`config.mk`:
```
export PLATFORM = sky130hd
export DESIGN_NAME = window_scheduler_flat
export DESIGN_NICKNAME = d
export VERILOG_FILES = /design/src/rtl/window_scheduler_if.sv /design/src/rtl/window_scheduler.sv /design/src/flat_wrapper.sv
export SDC_FILE = /design/constraint.sdc
export NUM_CORES = 1
export LEC_CHECK = 0
export ABC_AREA = 1
export BUFFER_PORTS_ARGS = -buffer_cell sky130_fd_sc_hd__buf_2
export CAP_MARGIN = 20
export CORE_MARGIN = 2
export CORE_UTILIZATION = 53
export CTS_CLUSTER_SIZE = 12
export DETAILED_ROUTE_END_ITERATION = 8
export PLACE_DENSITY = 0.8
export SYNTH_ARGS = -nofsm -noshare
export SYNTH_HDL_FRONTEND = slang
export SYNTH_SLANG_ARGS = --single-unit
```
`constraint.sdc`:
```
create_clock -name clk -period 2.1 [get_ports clk]
set_input_delay 0.42 -clock clk [delete_from_list [all_inputs] [get_ports clk]]
set_output_delay 0.42 -clock clk [all_outputs]
set_load 0.005 [all_outputs]
```
`src/rtl/window_scheduler_if.sv`:
```
// Character stream, start-PC override channel and mesh window bundle seen by window_scheduler.
// master = scheduler side, slave = character source plus engine mesh.
interface window_scheduler_if #(
    parameter int CHARACTER_WIDTH = 8,
    parameter int CC_ID_BITS      = 1,
    parameter int PC_WIDTH        = 8
);
    localparam int W = 1 << CC_ID_BITS;

    logic                            char_valid;
    logic [CHARACTER_WIDTH-1:0]      char_data;
    logic                            char_last;
    logic                            char_ready;

    logic                            any_bb_accept;
    logic [W-1:0]                    elaborating_chars;
    logic [W*CHARACTER_WIDTH-1:0]    cur_window;
    logic [W-1:0]                    cur_window_enable;
    logic [W-1:0]                    cur_window_end_of_s;
    logic                            new_char;

    logic                            override_valid;
    logic [PC_WIDTH+CC_ID_BITS-1:0]  override_data;
    logic                            override_ready;

    modport master (
        input  char_valid, char_data, char_last,
        input  any_bb_accept, elaborating_chars, override_ready,
        output char_ready, cur_window, cur_window_enable, cur_window_end_of_s,
        output new_char, override_valid, override_data
    );

    modport slave (
        output char_valid, char_data, char_last,
        output any_bb_accept, elaborating_chars, override_ready,
        input  char_ready, cur_window, cur_window_enable, cur_window_end_of_s,
        input  new_char, override_valid, override_data
    );
endinterface

```
`src/rtl/window_scheduler.sv`:
```
// Streams characters into a circular window of 2**CC_ID_BITS slots, injects the start PC per
// loaded slot, retires the oldest idle slot, and ends on acceptance or end-of-string retirement.
module window_scheduler #(
    parameter int CHARACTER_WIDTH = 8,
    parameter int CC_ID_BITS      = 1,
    parameter int PC_WIDTH        = 8,
    parameter int START_PC        = 0,
    parameter int SETTLE_CYCLES   = 2,
    parameter int COUNT_WIDTH     = 16
) (
    input  logic                   clk,
    input  logic                   rst,
    input  logic                   start,
    window_scheduler_if.master     bus,
    output logic                   done,
    output logic                   accepted,
    output logic [COUNT_WIDTH-1:0] chars_consumed
);
    localparam int W  = 1 << CC_ID_BITS;
    localparam int CW = CHARACTER_WIDTH;
    localparam int GW = (SETTLE_CYCLES < 2) ? 1 : $clog2(SETTLE_CYCLES + 1);

    localparam logic [GW-1:0]          SETTLE   = GW'(SETTLE_CYCLES);
    localparam logic [GW-1:0]          GUARD_1  = GW'(1);
    localparam logic [CC_ID_BITS-1:0]  ID_1     = CC_ID_BITS'(1);
    localparam logic [CC_ID_BITS:0]    CNT_1    = (CC_ID_BITS + 1)'(1);
    localparam logic [CC_ID_BITS:0]    FULL     = (CC_ID_BITS + 1)'(W);
    localparam logic [PC_WIDTH-1:0]    PC0      = PC_WIDTH'(START_PC);

    typedef enum logic [1:0] {
        ST_IDLE,
        ST_FILL,
        ST_INJECT,
        ST_DONE
    } state_t;

    state_t                  state, state_nxt;

    logic [CC_ID_BITS-1:0]   head, tail, inj_id;
    logic [CC_ID_BITS:0]     count;
    logic [GW-1:0]           guard;
    logic [W*CW-1:0]         win_data;
    logic [W-1:0]            win_en, win_eos;
    logic                    eos_loaded;
    logic                    new_char_q;
    logic                    acc_q;
    logic [COUNT_WIDTH-1:0]  consumed;

    logic                    retire_ok, load_ok;
    logic                    clear_run, retire_fire, load_fire, inj_hs;
    logic                    guard_dec, go_done, done_acc;

    function automatic logic [COUNT_WIDTH-1:0] sat_inc(input logic [COUNT_WIDTH-1:0] v);
        return (&v) ? v : v + COUNT_WIDTH'(1);
    endfunction

    // Guard keeps the oldest slot alive until the mesh busy flags catch up with the last change.
    assign retire_ok = (count != '0) && (guard == '0) && !bus.elaborating_chars[head];
    assign load_ok   = (count < FULL) && !eos_loaded && bus.char_valid;

    always_ff @(posedge clk or posedge rst) begin
        if (rst) begin
            state <= ST_IDLE;
        end else begin
            state <= state_nxt;
        end
    end

    always_comb begin
        state_nxt   = state;
        clear_run   = 1'b0;
        retire_fire = 1'b0;
        load_fire   = 1'b0;
        inj_hs      = 1'b0;
        guard_dec   = 1'b0;
        go_done     = 1'b0;
        done_acc    = 1'b0;
        case (state)
            ST_IDLE: begin
                if (start) begin
                    clear_run = 1'b1;
                    state_nxt = ST_FILL;
                end
            end
            ST_FILL: begin
                if (bus.any_bb_accept) begin
                    go_done   = 1'b1;
                    done_acc  = 1'b1;
                    state_nxt = ST_DONE;
                end else if (retire_ok) begin
                    retire_fire = 1'b1;
                    if (win_eos[head]) begin
                        go_done   = 1'b1;
                        state_nxt = ST_DONE;
                    end
                end else if (load_ok) begin
                    load_fire = 1'b1;
                    state_nxt = ST_INJECT;
                end else begin
                    guard_dec = 1'b1;
                end
            end
            ST_INJECT: begin
                if (bus.any_bb_accept) begin
                    go_done   = 1'b1;
                    done_acc  = 1'b1;
                    state_nxt = ST_DONE;
                end else if (bus.override_ready) begin
                    inj_hs    = 1'b1;
                    state_nxt = ST_FILL;
                end
            end
            ST_DONE: begin
                if (start) begin
                    clear_run = 1'b1;
                    state_nxt = ST_FILL;
                end
            end
            default: state_nxt = ST_IDLE;
        endcase
    end

    always_ff @(posedge clk or posedge rst) begin
        if (rst) begin
            head       <= '0;
            tail       <= '0;
            inj_id     <= '0;
            count      <= '0;
            guard      <= '0;
            win_data   <= '0;
            win_en     <= '0;
            win_eos    <= '0;
            eos_loaded <= 1'b0;
            new_char_q <= 1'b0;
            acc_q      <= 1'b0;
            consumed   <= '0;
        end else begin
            new_char_q <= retire_fire | inj_hs;
            if (clear_run) begin
                head       <= '0;
                tail       <= '0;
                count      <= '0;
                guard      <= '0;
                win_data   <= '0;
                win_en     <= '0;
                win_eos    <= '0;
                eos_loaded <= 1'b0;
                acc_q      <= 1'b0;
                consumed   <= '0;
            end
            if (retire_fire) begin
                win_en[head] <= 1'b0;
                head         <= head + ID_1;
                count        <= count - CNT_1;
                guard        <= SETTLE;
            end
            if (load_fire) begin
                win_data[int'(tail)*CW +: CW] <= bus.char_data;
                win_en[tail]  <= 1'b1;
                win_eos[tail] <= bus.char_last;
                eos_loaded    <= eos_loaded | bus.char_last;
                count         <= count + CNT_1;
                consumed      <= sat_inc(consumed);
                inj_id        <= tail;
                tail          <= tail + ID_1;
            end
            if (inj_hs) begin
                guard <= SETTLE;
            end
            if (guard_dec && (guard != '0)) begin
                guard <= guard - GUARD_1;
            end
            if (go_done) begin
                win_en <= '0;
                acc_q  <= done_acc;
            end
        end
    end

    assign bus.char_ready          = load_fire;
    assign bus.override_valid      = (state == ST_INJECT);
    assign bus.override_data       = (state == ST_INJECT) ? {inj_id, PC0} : '0;
    assign bus.cur_window          = win_data;
    assign bus.cur_window_enable   = win_en;
    assign bus.cur_window_end_of_s = win_eos;
    assign bus.new_char            = new_char_q;
    assign done                    = (state == ST_DONE);
    assign accepted                = (state == ST_DONE) && acc_q;
    assign chars_consumed          = consumed;
endmodule

```
`src/flat_wrapper.sv`:
```
// flat-port wrapper written by rule: the top's interface ports become plain ports
module window_scheduler_flat 
#(
    parameter int CHARACTER_WIDTH = 8,
    parameter int CC_ID_BITS      = 1,
    parameter int PC_WIDTH        = 8,
    parameter int START_PC        = 0,
    parameter int SETTLE_CYCLES   = 2,
    parameter int COUNT_WIDTH     = 16
)
  (clk, rst, start, done, accepted, chars_consumed, bus_char_valid, bus_char_data, bus_char_last, bus_any_bb_accept, bus_elaborating_chars, bus_override_ready, bus_char_ready, bus_cur_window, bus_cur_window_enable, bus_cur_window_end_of_s, bus_new_char, bus_override_valid, bus_override_data);
  window_scheduler_if #(.CHARACTER_WIDTH(CHARACTER_WIDTH), .CC_ID_BITS(CC_ID_BITS), .PC_WIDTH(PC_WIDTH)) bus_i ();
  input  logic clk;
  input  logic rst;
  input  logic start;
  output logic done;
  output logic accepted;
  output logic [COUNT_WIDTH-1:0] chars_consumed;
  input wire logic [$bits(bus_i.char_valid)-1:0] bus_char_valid;
  input wire logic [$bits(bus_i.char_data)-1:0] bus_char_data;
  input wire logic [$bits(bus_i.char_last)-1:0] bus_char_last;
  input wire logic [$bits(bus_i.any_bb_accept)-1:0] bus_any_bb_accept;
  input wire logic [$bits(bus_i.elaborating_chars)-1:0] bus_elaborating_chars;
  input wire logic [$bits(bus_i.override_ready)-1:0] bus_override_ready;
  output wire logic [$bits(bus_i.char_ready)-1:0] bus_char_ready;
  output wire logic [$bits(bus_i.cur_window)-1:0] bus_cur_window;
  output wire logic [$bits(bus_i.cur_window_enable)-1:0] bus_cur_window_enable;
  output wire logic [$bits(bus_i.cur_window_end_of_s)-1:0] bus_cur_window_end_of_s;
  output wire logic [$bits(bus_i.new_char)-1:0] bus_new_char;
  output wire logic [$bits(bus_i.override_valid)-1:0] bus_override_valid;
  output wire logic [$bits(bus_i.override_data)-1:0] bus_override_data;
  assign bus_i.char_valid = bus_char_valid;
  assign bus_i.char_data = bus_char_data;
  assign bus_i.char_last = bus_char_last;
  assign bus_i.any_bb_accept = bus_any_bb_accept;
  assign bus_i.elaborating_chars = bus_elaborating_chars;
  assign bus_i.override_ready = bus_override_ready;
  assign bus_char_ready = bus_i.char_ready;
  assign bus_cur_window = bus_i.cur_window;
  assign bus_cur_window_enable = bus_i.cur_window_enable;
  assign bus_cur_window_end_of_s = bus_i.cur_window_end_of_s;
  assign bus_new_char = bus_i.new_char;
  assign bus_override_valid = bus_i.override_valid;
  assign bus_override_data = bus_i.override_data;
  window_scheduler #(.CHARACTER_WIDTH(CHARACTER_WIDTH), .CC_ID_BITS(CC_ID_BITS), .PC_WIDTH(PC_WIDTH), .START_PC(START_PC), .SETTLE_CYCLES(SETTLE_CYCLES), .COUNT_WIDTH(COUNT_WIDTH)) u_core (.clk(clk), .rst(rst), .start(start), .bus(bus_i), .done(done), .accepted(accepted), .chars_consumed(chars_consumed));
endmodule
```
Word level (Yosys, flattened, before mapping)
Cells that the tools add are included.
{ "totals": {"output_inout_bits": 50, "reg_bits": 48} }
{ "op_classes": {"bitwise": 5, "magnitude_cmp": 5, "n_reduce_logical": 24, "n_mux": 63, "shift": 2, "n_eq_ne": 8, "n_addsub": 7} }
{ "ops": {"columns": ["operator", "count"], "rows": [
  ["16-bit two-way mux", 5],
  ["2-bit two-way mux", 19],
  ["4-bit negation with 33-bit output", 1],
  ["8-bit by 33-bit variable shift with 16-bit output, first input constant", 1],
  ["8-bit by 33-bit variable part select with 16-bit output", 1],
  ["1-bit two-way mux", 32],
  ["16-bit by 1-bit adder with 16-bit output, second input constant", 1],
  ["16-bit bitwise mux", 1],
  ["16-bit AND reduction", 1],
  ["2-bit nonzero test", 5],
  ["9-bit two-way mux", 1],
  ["1-bit logical AND", 8],
  ["2-bit one-hot mux with 3 select lines", 1],
  ["2-bit == test, second input constant", 2],
  ["2-bit zero test", 2],
  ["1-bit by 2-bit < comparator with 1-bit output, second input constant", 2],
  ["4-bit by 2-bit inequality test with 1-bit output, second input constant", 1],
  ["4-bit inequality test, second input constant", 1],
  ["4-bit AND reduction", 1],
  ["4-bit nonzero test", 1],
  ["2-bit OR reduction", 2],
  ["2-bit by 1-bit subtractor with 2-bit output, second input constant", 2],
  ["3-bit inequality test, second input constant", 1],
  ["3-bit nonzero test", 1],
  ["16 further kinds", 21]
]} }

Depth between registers and ports, before layout
Gate-level depths: netlist (run 1).
{ "depth": {"depth_word": 11, "mapped_depth": 11, "mapped_depth_nobuf": 10} }

Worst setup path after synthesis (run 1)
Ideal clock, no wire load.
{ "synth_timing": {"path_kind": "register to output", "start": "register u_core.guard[0]", "end": "output bus_char_ready", "path_buffers": 2, "arrival_ps": 1323, "stages_incl_launch_ff": 10, "setup_slack_ps": 357, "cell_sequence": "dfrtp_1 -> inv_1 -> ha_1 -> inv_1 -> nor2_1 -> nand3_2 -> nand3_4 -> buf_6 -> inv_2 -> buf_6"} }
{ "synth_between": {"elab_chain_len": 6} }
{ "synth_lines": {"columns": ["item", "line", "rtl"], "rows": [
  ["start: declaration", "window_scheduler.sv:41", "logic [GW-1:0] guard;"],
  ["start signal: assignment", "window_scheduler.sv:171", "guard <= guard - GUARD_1;"],
  ["2-bit zero test", "window_scheduler.sv:58", "assign retire_ok = (count != '0) && (guard == '0) && !bus.elaborating_chars[head];"],
  ["1-bit logical AND (2 in series)", "window_scheduler.sv:58", null],
  ["1-bit two-way mux", "window_scheduler.sv:90", "end else if (retire_ok) begin"],
  ["1-bit two-way mux", "window_scheduler.sv:86", "if (bus.any_bb_accept) begin"],
  ["1-bit two-way mux", "window_scheduler.sv:78", "case (state)"],
  ["end: declaration", "flat_wrapper.sv:25", "output wire logic [$bits(bus_i.char_ready)-1:0] bus_char_ready;"]
]} }
Every way passes these cells.

Final worst setup path (run 1)
Same ends and word-level chain as after synthesis.

==> results of run 1 <==
report_power, final:
part	internal, uW	leakage (uW)	switching, uW
combinational	459	0.000897	727
sequential	1160	0.000653	167
clock	352	0.0000541	304
timing repair:
item                                    4_1_cts  5_1_grt
endpoints found under the setup margin        1        0
buffers inserted                              3        0
resized for setup                             0        0
metal layers:
| metal | wire length, um | share of wire |
|---|---|---|
| met5 | 0 | 0 |
| met4 | 80 | 0.014 |
| met3 | 239 | 0.041 |
| met2 | 2860 | 0.49 |
| met1 | 2640 | 0.45 |
how the worst max path moves through the flow:
stage | from | end | slack, ps | depth (start not counted)
after global routing | u_core.guard[0] | u_core.bus.cur_window[13] | 10 | 11
after CTS | u_core.guard[1] | bus_char_ready | 140 | 8
after floorplan | u_core.guard[0] | bus_char_ready | 360 | 9
after global placement | u_core.guard[0] | u_core.chars_consumed[14] | 340 | 10
after detailed placement | u_core.state[1] | u_core.chars_consumed[8] | 240 | 9
final | u_core.guard[0] | bus_char_ready | 130 | 8
metrics by stage:
step / instance area, um2 / hold WS (ps) / utilization / std cells
2_1_floorplan: 2640 / 442 / - / 342
3_3_place_gp: 2960 / 462 / 0.622 / 457
3_5_place_dp: 2960 / 470 / 0.622 / 457
6_report: 3090 / 129 / 0.650 / 468
4_1_cts: 3090 / 133 / 0.650 / 468
5_1_grt: 3090 / 168 / 0.650 / 468
layout by cell type, fill, tap and decap left out, types with 2 or more instances in the layout:
cell      count
a21oi_1       6
buf_2        58
buf_4         7
clkbuf_8      5
conb_1        8
dfrtp_1      48
ha_1          6
inv_1        38
inv_2         4
nand2_1     102
nand3_1      31
nand4_1       6
nor2_1       20
nor2_2        2
nor2_4        3
nor3_1        4
o21ai_0      28
o21ai_1       3
xnor2_1       3
xor2_1        6
state kept, by name, indices dropped and copies added, names as in the netlist, 2 cells and up:
signal                          cells
u_core.bus.cur_window              16
u_core.bus.cur_window_enable        2
u_core.bus.cur_window_end_of_s      2
u_core.chars_consumed              16
u_core.count                        2
u_core.guard                        2
u_core.state                        2
cells by family (layout without fill, tap and decap cells):
| kind of cell | after synthesis | after routing | share of synthesized area |
|---|---|---|---|
| AOI/OAI and AO/OA | 42 | 42 | 0.0851 |
| xor gates and xnor gates | 9 | 9 | 0.0301 |
| adders and majority gates | 6 | 6 | 0.0287 |
| buffers and inverters | 57 | 116 | 0.103 |
| DFF | 48 | 48 | 0.459 |
| muxes | 1 | 1 | 0.00383 |
| other | 1 | 8 | 0.00143 |
| and+or+nand+nor | 171 | 171 | 0.289 |
final cells by class:
cell class / instances / area [um2]
Tap cell: 67 / 83.8
Inverter: 42 / 158
Timing Repair Buffer: 66 / 363
Clock inverter: 3 / 42.5
Clock buffer: 5 / 68.8
Fill cell: 445 / 1670
Sequential cell: 48 / 1200
Multi-Input combinational cell: 237 / 1170
==> summary.md, run 1 <==
| Metric | Value |
|---|---|
| Critical Path Most Common Cell | `inv_1` |
| Final Setup Violations | `0` |
| Total Routing Usage GR | `0.222` |
| Mapped Cells | `335` |
| Library cells used by synthesis | `30` |
| Top cells by area, synth | `dfrtp_1 (46%), nand2_1 (15%), nand3_1 (5.9%)` |
| HP Class | `in -> async` |
| Synth Flop Type | `dfrtp_1` |
| R2R cell count | `11` |
| # IOs | `67` |
| Die ar. | `5510 um2` |
| Largest fanout on the critical path | `5` |
| # nets final | `423` |
| Reg-to-Reg Start | `u_core.guard[0]` |
| Vias in the first global route | `2173` |
| FF+latch count, synth | `48` |
| Critical Path AT | `1550 ps` |
| DRC | `0` |
| Pin count of the biggest net entering global routing | `27` |
| Clock slew at reported path FFs | `90 ps` |
| RR Endpoint | `u_core.bus.cur_window[15]` |
| Cell row count | `25` |
| Tmin final | `1970 ps` |
| GP Congestion | `0.911` |
| Clock latency on the worst-skew pair | `300 ps` |
| Max_cap viols | `0` |
| CP peak stage delay | `390 ps` |
| GR Overflow Total | `0` |
| M1 GR Usage | `0.293` |
| Top-count cell post-synth | `nand2_1` |
| Layout cells sized above 1 | `0.217` |
| Yosys top cell area share | `0.459` |
| Final setup margin | `133 ps` |
| Wire per inst | `12.4 um` |
| Worst path bufs/invs | `4` |
| R2R Setup Slk | `180 ps` |
| 1st-pass router iterations | `4` |
| Status | `finished clean` |
| TritonCTS clock tree | `done` |
| Design Power | `3160 uW` |
| CTS sink cnt | `48` |
| Leakage | `0.00160 uW` |
| Final Skew | `5.23 ps` |
| Slowest CP cell | `dfrtp_1` |
| Final worst path period share | `0.937` |
| Detailed Place HPWL | `4340 um` |
| DIE HEIGHT | `74.3 um` |
| Syn_area_per_cell | `7.81 um2` |
| DRT Wirelength | `5820 um` |
| Hold-fix buffers, CTS | `0` |
| CTS Buffer Depth | `2` |
| Post-synth EDFFs | `0` |
| ANT cells | `0` |
| Initial Utilization | `0.550` |
| Post-Place Worst Slack | `241 ps` |
| Core ar. | `4750 um2` |
| Final ANT Viol Nets | `0` |
| CTS Buf Count | `5` |
| First-pass GRT wire length | `9470 um` |
| Initial antenna violation count | `0` |
| # port buffers | `58` |
| RSZ-0062 raised after global routing | `no` |
| CP Cell Sequence | `inv_1, ha_1, inv_1, nor2_1, nand3_2, nand3_4, inv_2, buf_2` |
| M2 GR Usage | `0.377` |
| Yosys top cell by area | `dfrtp_1` |
| Seq/Total Area, Yosys | `0.459` |
| Worst EP required | `1680 ps` |
| DR vias | `2352` |
| P&R area growth vs syn | `18.1%` |
| Peak supply drop | `713 uV` |
| Post-synthesis cell area | `2620 um2` |
| Via density | `5.03` |
| Die X | `74.3 um` |
| GRT busiest layer | `met2` |
| Crit start category | `register` |
| Final Max Tran Viols | `0` |
| Setup crit end kind | `primary output` |
| Grt met3 use | `0.0379` |
| Initial DRC Count | `125` |
| Power per Cell Area | `1020 nW/um2` |
| Crit path max-delay family | `simple AND/OR/NAND/NOR gates` |
| Yosys warns | `0` |
| Ys async rst share | `1.00` |
| CTS Root Cell | `clkbuf_8` |
| Leading post-synthesis cells by instance count | `nand2_1 (102), dfrtp_1 (48), inv_1 (39), nand3_1 (31), o21ai_0 (28)` |
| Fin. Hold Viols | `0` |
| Final setup TNS | `0 ps` |
| CTS H-Tree Depth | `2` |
| Fmax | `0.508 GHz` |
| Worst setup path class | `reg -> out` |
No activity file was read; power rests on OpenSTA's default activity.
==> inputs of run 2 (changes only) <==
CORE_UTILIZATION = 55   (was 53)
PLACE_DENSITY = 0.82   (was 0.8)
SETUP_SLACK_MARGIN = 0.2   (was not set)
clock period = 2.5 ns   (was 2.1 ns; I/O delays follow)
==> summary.md, run 2 (synthesis results as in run 1) <==
| Metric | Value |
|---|---|
| Status | `finished clean` |
| Clock latency on the worst-skew pair | `310 ps (about the same)` |
| Total Routing Usage GR | `0.233 (+0.0112)` |
| # IOs | `67 (unchanged)` |
| R2R Setup Slk | `490 ps (+310 ps)` |
| DR vias | `2327 (-1.1%)` |
| TritonCTS clock tree | `done` |
| P&R area growth vs syn | `18.7%` |
| R2R cell count | `8 (-3)` |
| Most common cell after layout, fill and taps aside | `nand2_1` |
| Pin count of the biggest net entering global routing | `28 (+3.7%)` |
| CTS Root Cell | `clkbuf_8` |
| Wire per inst | `12.4 um (-0.39%)` |
| ANT cells | `0 (unchanged)` |
| Initial DRC Count | `99 (-21%)` |
| GR Overflow Total | `0 (unchanged)` |
| Final ANT Viol Nets | `0 (unchanged)` |
| Via density | `5.13 (+2.0%)` |
| Cell row count | `25 (unchanged)` |
| Clock slew at reported path FFs | `90 ps (about the same)` |
| Setup crit end | `bus_char_ready` |
| Reg-to-Reg Start | `u_core.state[1]` |
| # nets final | `422 (-0.24%)` |
| Final Max Tran Viols | `0 (unchanged)` |
| 1st-pass router iterations | `4 (unchanged)` |
| Worst setup path class | `reg -> out` |
| Final setup TNS | `0 ps (unchanged)` |
| CTS Buffer Depth | `2 (unchanged)` |
| Worst Tran Pin Value | `590 ps` |
| Detailed Place HPWL | `4150 um (-4.3%)` |
| Final worst path period share | `0.852` |
| DRT Wirelength | `5630 um (-3.4%)` |
| CTS H-Tree Depth | `2 (unchanged)` |
| Max_cap viols | `0 (unchanged)` |
| Leakage | `0.00162 uW (+0.71%)` |
| CTS Buf Count | `5 (unchanged)` |
| CTS sink cnt | `48 (unchanged)` |
| Power per Cell Area | `919 nW/um2 (-10%)` |
| RSZ-0062 raised after global routing | `no` |
| Largest fanout on the critical path | `14 (+9)` |
| HP Class | `in -> async` |
| First-pass GRT wire length | `9690 um (+2.3%)` |
| Fill cell count | `386 (-13%)` |
| Worst setup path start | `u_core.state[1]` |
| Final setup margin | `371 ps (+238 ps)` |
| Vias in the first global route | `2132 (-1.9%)` |
| Fin. Hold Viols | `0 (unchanged)` |
| Worst EP required | `2000 ps (+320 ps)` |
| # port buffers | `58 (unchanged)` |
| Layout cells sized above 1 | `0.215 (-0.00196)` |
| Final Skew | `7.88 ps (+2.65 ps)` |
| Post-Place Worst Slack | `457 ps (+215 ps)` |
| Setup crit end kind | `primary output` |
| GP Congestion | `0.905 (-0.69%)` |
| Die ar. | `5320 um2 (-3.4%)` |
| Final Setup Violations | `0 (unchanged)` |
| Die X | `73.0 um (-1.7%)` |
| Peak supply drop | `605 uV (-15%)` |
| Fmax | `0.470 GHz` |
| DIE HEIGHT | `73.0 um (-1.7%)` |
| Most frequent cells in the layout | `nand2_1 (102), buf_2 (58), dfrtp_1 (48), inv_1 (38), nand3_1 (31)` |
| RR Endpoint | `u_core.chars_consumed[10]` |
| Critical Path AT | `1630 ps (+80 ps)` |
| Hold-fix buffers, CTS | `0 (unchanged)` |
| Crit start category | `register` |
| Max-slew headroom | `0.607` |
| Tmin final | `2130 ps` |
| Initial antenna violation count | `0 (unchanged)` |
| DRC | `0 (unchanged)` |
| Initial Utilization | `0.561 (+0.0111)` |
| Core ar. | `4660 um2 (-2.0%)` |
-- run 2: changes by cell type in the layout (fill, tap and decap cells not counted) --
cell | before | now
clkinvlp_4 | 1 | 0
inv_6 | 0 | 1
bufinv_16 | 1 | 3
clkinv_2 | 1 | 0
buf_12 | 1 | 0
inv_2 | 4 | 3
-- run 2: worst min-delay path by stage --
| stage | startpoint | to | slack, ps | depth (start not counted) |
|---|---|---|---|---|
| 5_1_grt | rst | u_core.bus.cur_window[7] | 260 | 2 |
| 6_report | rst | u_core.bus.cur_window[7] | 220 | 2 |
| 3_3_place_gp | u_core.count[0] | u_core.count[0] | 460 | 1 |
| 3_5_place_dp | u_core.count[0] | u_core.count[0] | 470 | 1 |
| 2_1_floorplan | u_core.count[0] | u_core.count[0] | 440 | 1 |
| 4_1_cts | rst | u_core.bus.cur_window[7] | 230 | 2 |
-- run 2: report_power, final --
part | switching, uW | internal, uW
sequential | 133 | 971
clock | 269 | 500
combinational | 611 | 371
-- run 2: critical path: stages, from the launching register on --
cell	delay, ps
dfrtp_1	420
inv_1	70
ha_1	140
inv_1	50
nor2_2	180
nand3_4	180
inv_6	150
buf_2	130
-- run 2: per-stage QoR --
stage	utilization	hold slack [ps]	total power (uW)	std cells	instance area (um2)
floorplan	-	442	1780	342	2640
global placement	0.625	461	2040	442	2910
detailed placement	0.625	467	2080	442	2910
CTS	0.660	235	2860	450	3080
global route	0.666	264	3080	454	3110
finish	0.666	224	2850	454	3110
-- run 2: area by class of cell --
| type | count | area [um2] | area share |
|---|---|---|---|
| flip-flops and latches | 48 | 1200 | 0.387 |
| inverters | 42 | 163 | 0.0524 |
| well taps | 54 | 67.6 | 0.0218 |
| clock buffers | 5 | 68.8 | 0.0222 |
| clock inverters | 3 | 90.1 | 0.0290 |
| multi-input cells | 237 | 1170 | 0.378 |
| repair buffers | 65 | 343 | 0.110 |
-- run 2: routing by layer --
layer,vias up,wire [um],GRT usage
li1,1180,-,-
met1,1075,2580,0.317
met2,66,2730,0.380
met3,6,257,0.0456
met4,0,64,0.0700
met5,-,0,0
-- run 2: timing repair --
| item | 4_1_cts | 5_1_grt |
|---|---|---|
| setup buffers | 0 | 4 |
| pin swaps | 0 | 1 |
| endpoints found under the hold margin | 0 | 0 |
| gates resized for setup | 2 | 0 |
| setup endpoints to repair | 1 | 1 |
==> inputs of run 3 (changes only) <==
CORE_UTILIZATION = 30   (was 55)
MAX_ROUTING_LAYER = met4   (was not set)
PLACE_DENSITY = not set   (was 0.82)
==> summary.md, run 3 (synthesis results as in run 1) <==
| Metric | Value |
|---|---|
| Largest fanout on the critical path | `6 (-8)` |
| DRC | `0 (unchanged)` |
| Most common cell after layout, fill and taps aside | `nand2_1` |
| CTS sink cnt | `48 (unchanged)` |
| Fill cell count | `928 (+140%)` |
| CTS Root Cell | `clkbuf_8` |
| Most frequent cells in the layout | `nand2_1 (102), buf_2 (58), dfrtp_1 (48), inv_1 (38), nand3_1 (31)` |
| TritonCTS clock tree | `done` |
| Fmax | `0.480 GHz (+2.1%)` |
| Initial DRC Count | `63 (-36%)` |
| Die ar. | `9480 um2 (+78%)` |
| # port buffers | `58 (unchanged)` |
| Initial antenna violation count | `0 (unchanged)` |
| Clock latency on the worst-skew pair | `300 ps (about the same)` |
| Max_cap viols | `0 (unchanged)` |
| CTS Buf Count | `5 (unchanged)` |
| DRT Wirelength | `6190 um (+10%)` |
| Vias in the first global route | `2190 (+2.7%)` |
| Final instance area | `3150 um2 (+1.5%)` |
| Wire per inst | `12.2 um (-1.5%)` |
| GP Congestion | `0.877 (-3.1%)` |
| CTS H-Tree Depth | `2 (unchanged)` |
| DIE HEIGHT | `97.4 um (+33%)` |
| Final ANT Viol Nets | `0 (unchanged)` |
| Placed Area | `2990 um2 (+2.8%)` |
| Status | `finished clean` |
| DR vias | `2367 (+1.7%)` |
| Clock slew at reported path FFs | `100 ps (about the same)` |
| Setup crit end kind | `primary output` |
| Die X | `97.4 um (+33%)` |
| Final Max Tran Viols | `0 (unchanged)` |
| HP Class | `in -> async` |
| Layout cells sized above 1 | `0.213 (-0.00197)` |
| ANT cells | `0 (unchanged)` |
| Final Skew | `10.4 ps (+2.51 ps)` |
| Total Routing Usage GR | `0.139 (-0.0948)` |
| Tmin final | `2080 ps (-44.8 ps)` |
| Via density | `4.67 (-8.9%)` |
| Worst setup path class | `reg -> out` |
| Power per Cell Area | `871 nW/um2 (-5.3%)` |
| CTS Buffer Depth | `2 (unchanged)` |
| Max-slew headroom | `0.614 (+0.00759)` |
| Fin. Hold Viols | `0 (unchanged)` |
| Pin count of the biggest net entering global routing | `49 (+75%)` |
| Core ar. | `8590 um2 (+84%)` |
| Final Setup Violations | `0 (unchanged)` |
| # IOs | `67 (unchanged)` |
| Hold-fix buffers, CTS | `0 (unchanged)` |
| R2R Setup Slk | `510 ps (+20 ps)` |
| Leakage | `0.00161 uW (-0.47%)` |
| First-pass GRT wire length | `10600 um (+9.7%)` |
| P&R area growth vs syn | `20.4%` |
| Final worst path period share | `0.834 (-0.0179)` |
| RSZ-0062 raised after global routing | `no` |
| Peak supply drop | `400 uV (-34%)` |
| Crit start category | `register` |
| GR Overflow Total | `0 (unchanged)` |
| Cell row count | `34 (+36%)` |
| Initial Utilization | `0.304 (-0.257)` |
| Detailed Place HPWL | `4580 um (+10%)` |
| 1st-pass router iterations | `4 (unchanged)` |
| Worst Tran Pin Value | `579 ps (-11.4 ps)` |
| Worst EP required | `2000 ps (about the same)` |
| Critical Path AT | `1580 ps (-50 ps)` |
| Final setup TNS | `0 ps (unchanged)` |
| # nets final | `422 (unchanged)` |
[run 3: cell count changes in the layout (fill, tap and decap cells not counted)]
| cell | before | now |
|---|---|---|
| buf_12 | 0 | 1 |
| buf_4 | 7 | 6 |
| bufinv_16 | 3 | 2 |
| inv_2 | 3 | 4 |
| inv_6 | 1 | 0 |
[run 3: through the flow]
stage,cells,utilization,hold WS [ps],power [uW],worst slack (ps)
after global routing,507,0.367,242,2980,235
after CTS,503,0.363,230,2770,255
after floorplan,342,-,442,1780,677
final,507,0.367,217,2740,416
after detailed placement,496,0.348,466,2100,482
after global placement,496,0.348,460,2070,555
[run 3: layout make-up]
cell class                      instances  area (um2)  area share
Multi-Input combinational cell        237        1170       0.372
Clock buffer                            5        68.8      0.0218
Timing Repair Buffer                   65         355       0.113
Inverter                               42         158      0.0500
Clock inverter                          2        60.1      0.0191
Tap cell                              108         135      0.0429
Sequential cell                        48        1200       0.381
[run 3: worst max-delay path: stages, from the launching register on]
cell	delay, ps
dfrtp_1	390
inv_1	80
ha_1	180
inv_1	60
nor2_1	120
nand3_2	140
nand3_4	150
inv_2	50
buf_2	120
[run 3: timing repair]
action,in CTS,in global routing
gates resized for setup,0,0
setup endpoints to repair,0,1
setup buffers,0,4
[run 3: final timing paths]
check | to | depth (start not counted) | from
setup / recovery | bus_char_ready | 8 | u_core.guard[0]
hold / removal | u_core.bus.cur_window[7] | 3 | rst
setup reg to reg | u_core.chars_consumed[8] | 8 | u_core.state[1]
hold reg to reg | u_core.count[0] | 1 | u_core.count[0]
max in group asynchronous | u_core.chars_consumed[3] | 3 | rst
min in group clk | u_core.bus.cur_window[14] | 3 | bus_char_data[6]
[run 3: report_power, final]
group	switching (uW)	internal, uW
clock network	262	394
registers	133	971
logic	608	375
[run 3: routing by layer]
metal,track usage,vias up,share of wire
li1,-,1182,-
met1,0.188,1106,0.49
met2,0.218,74,0.45
met3,0.0273,5,0.051
met4,0.0288,0,0.0071
met5,-,-,0
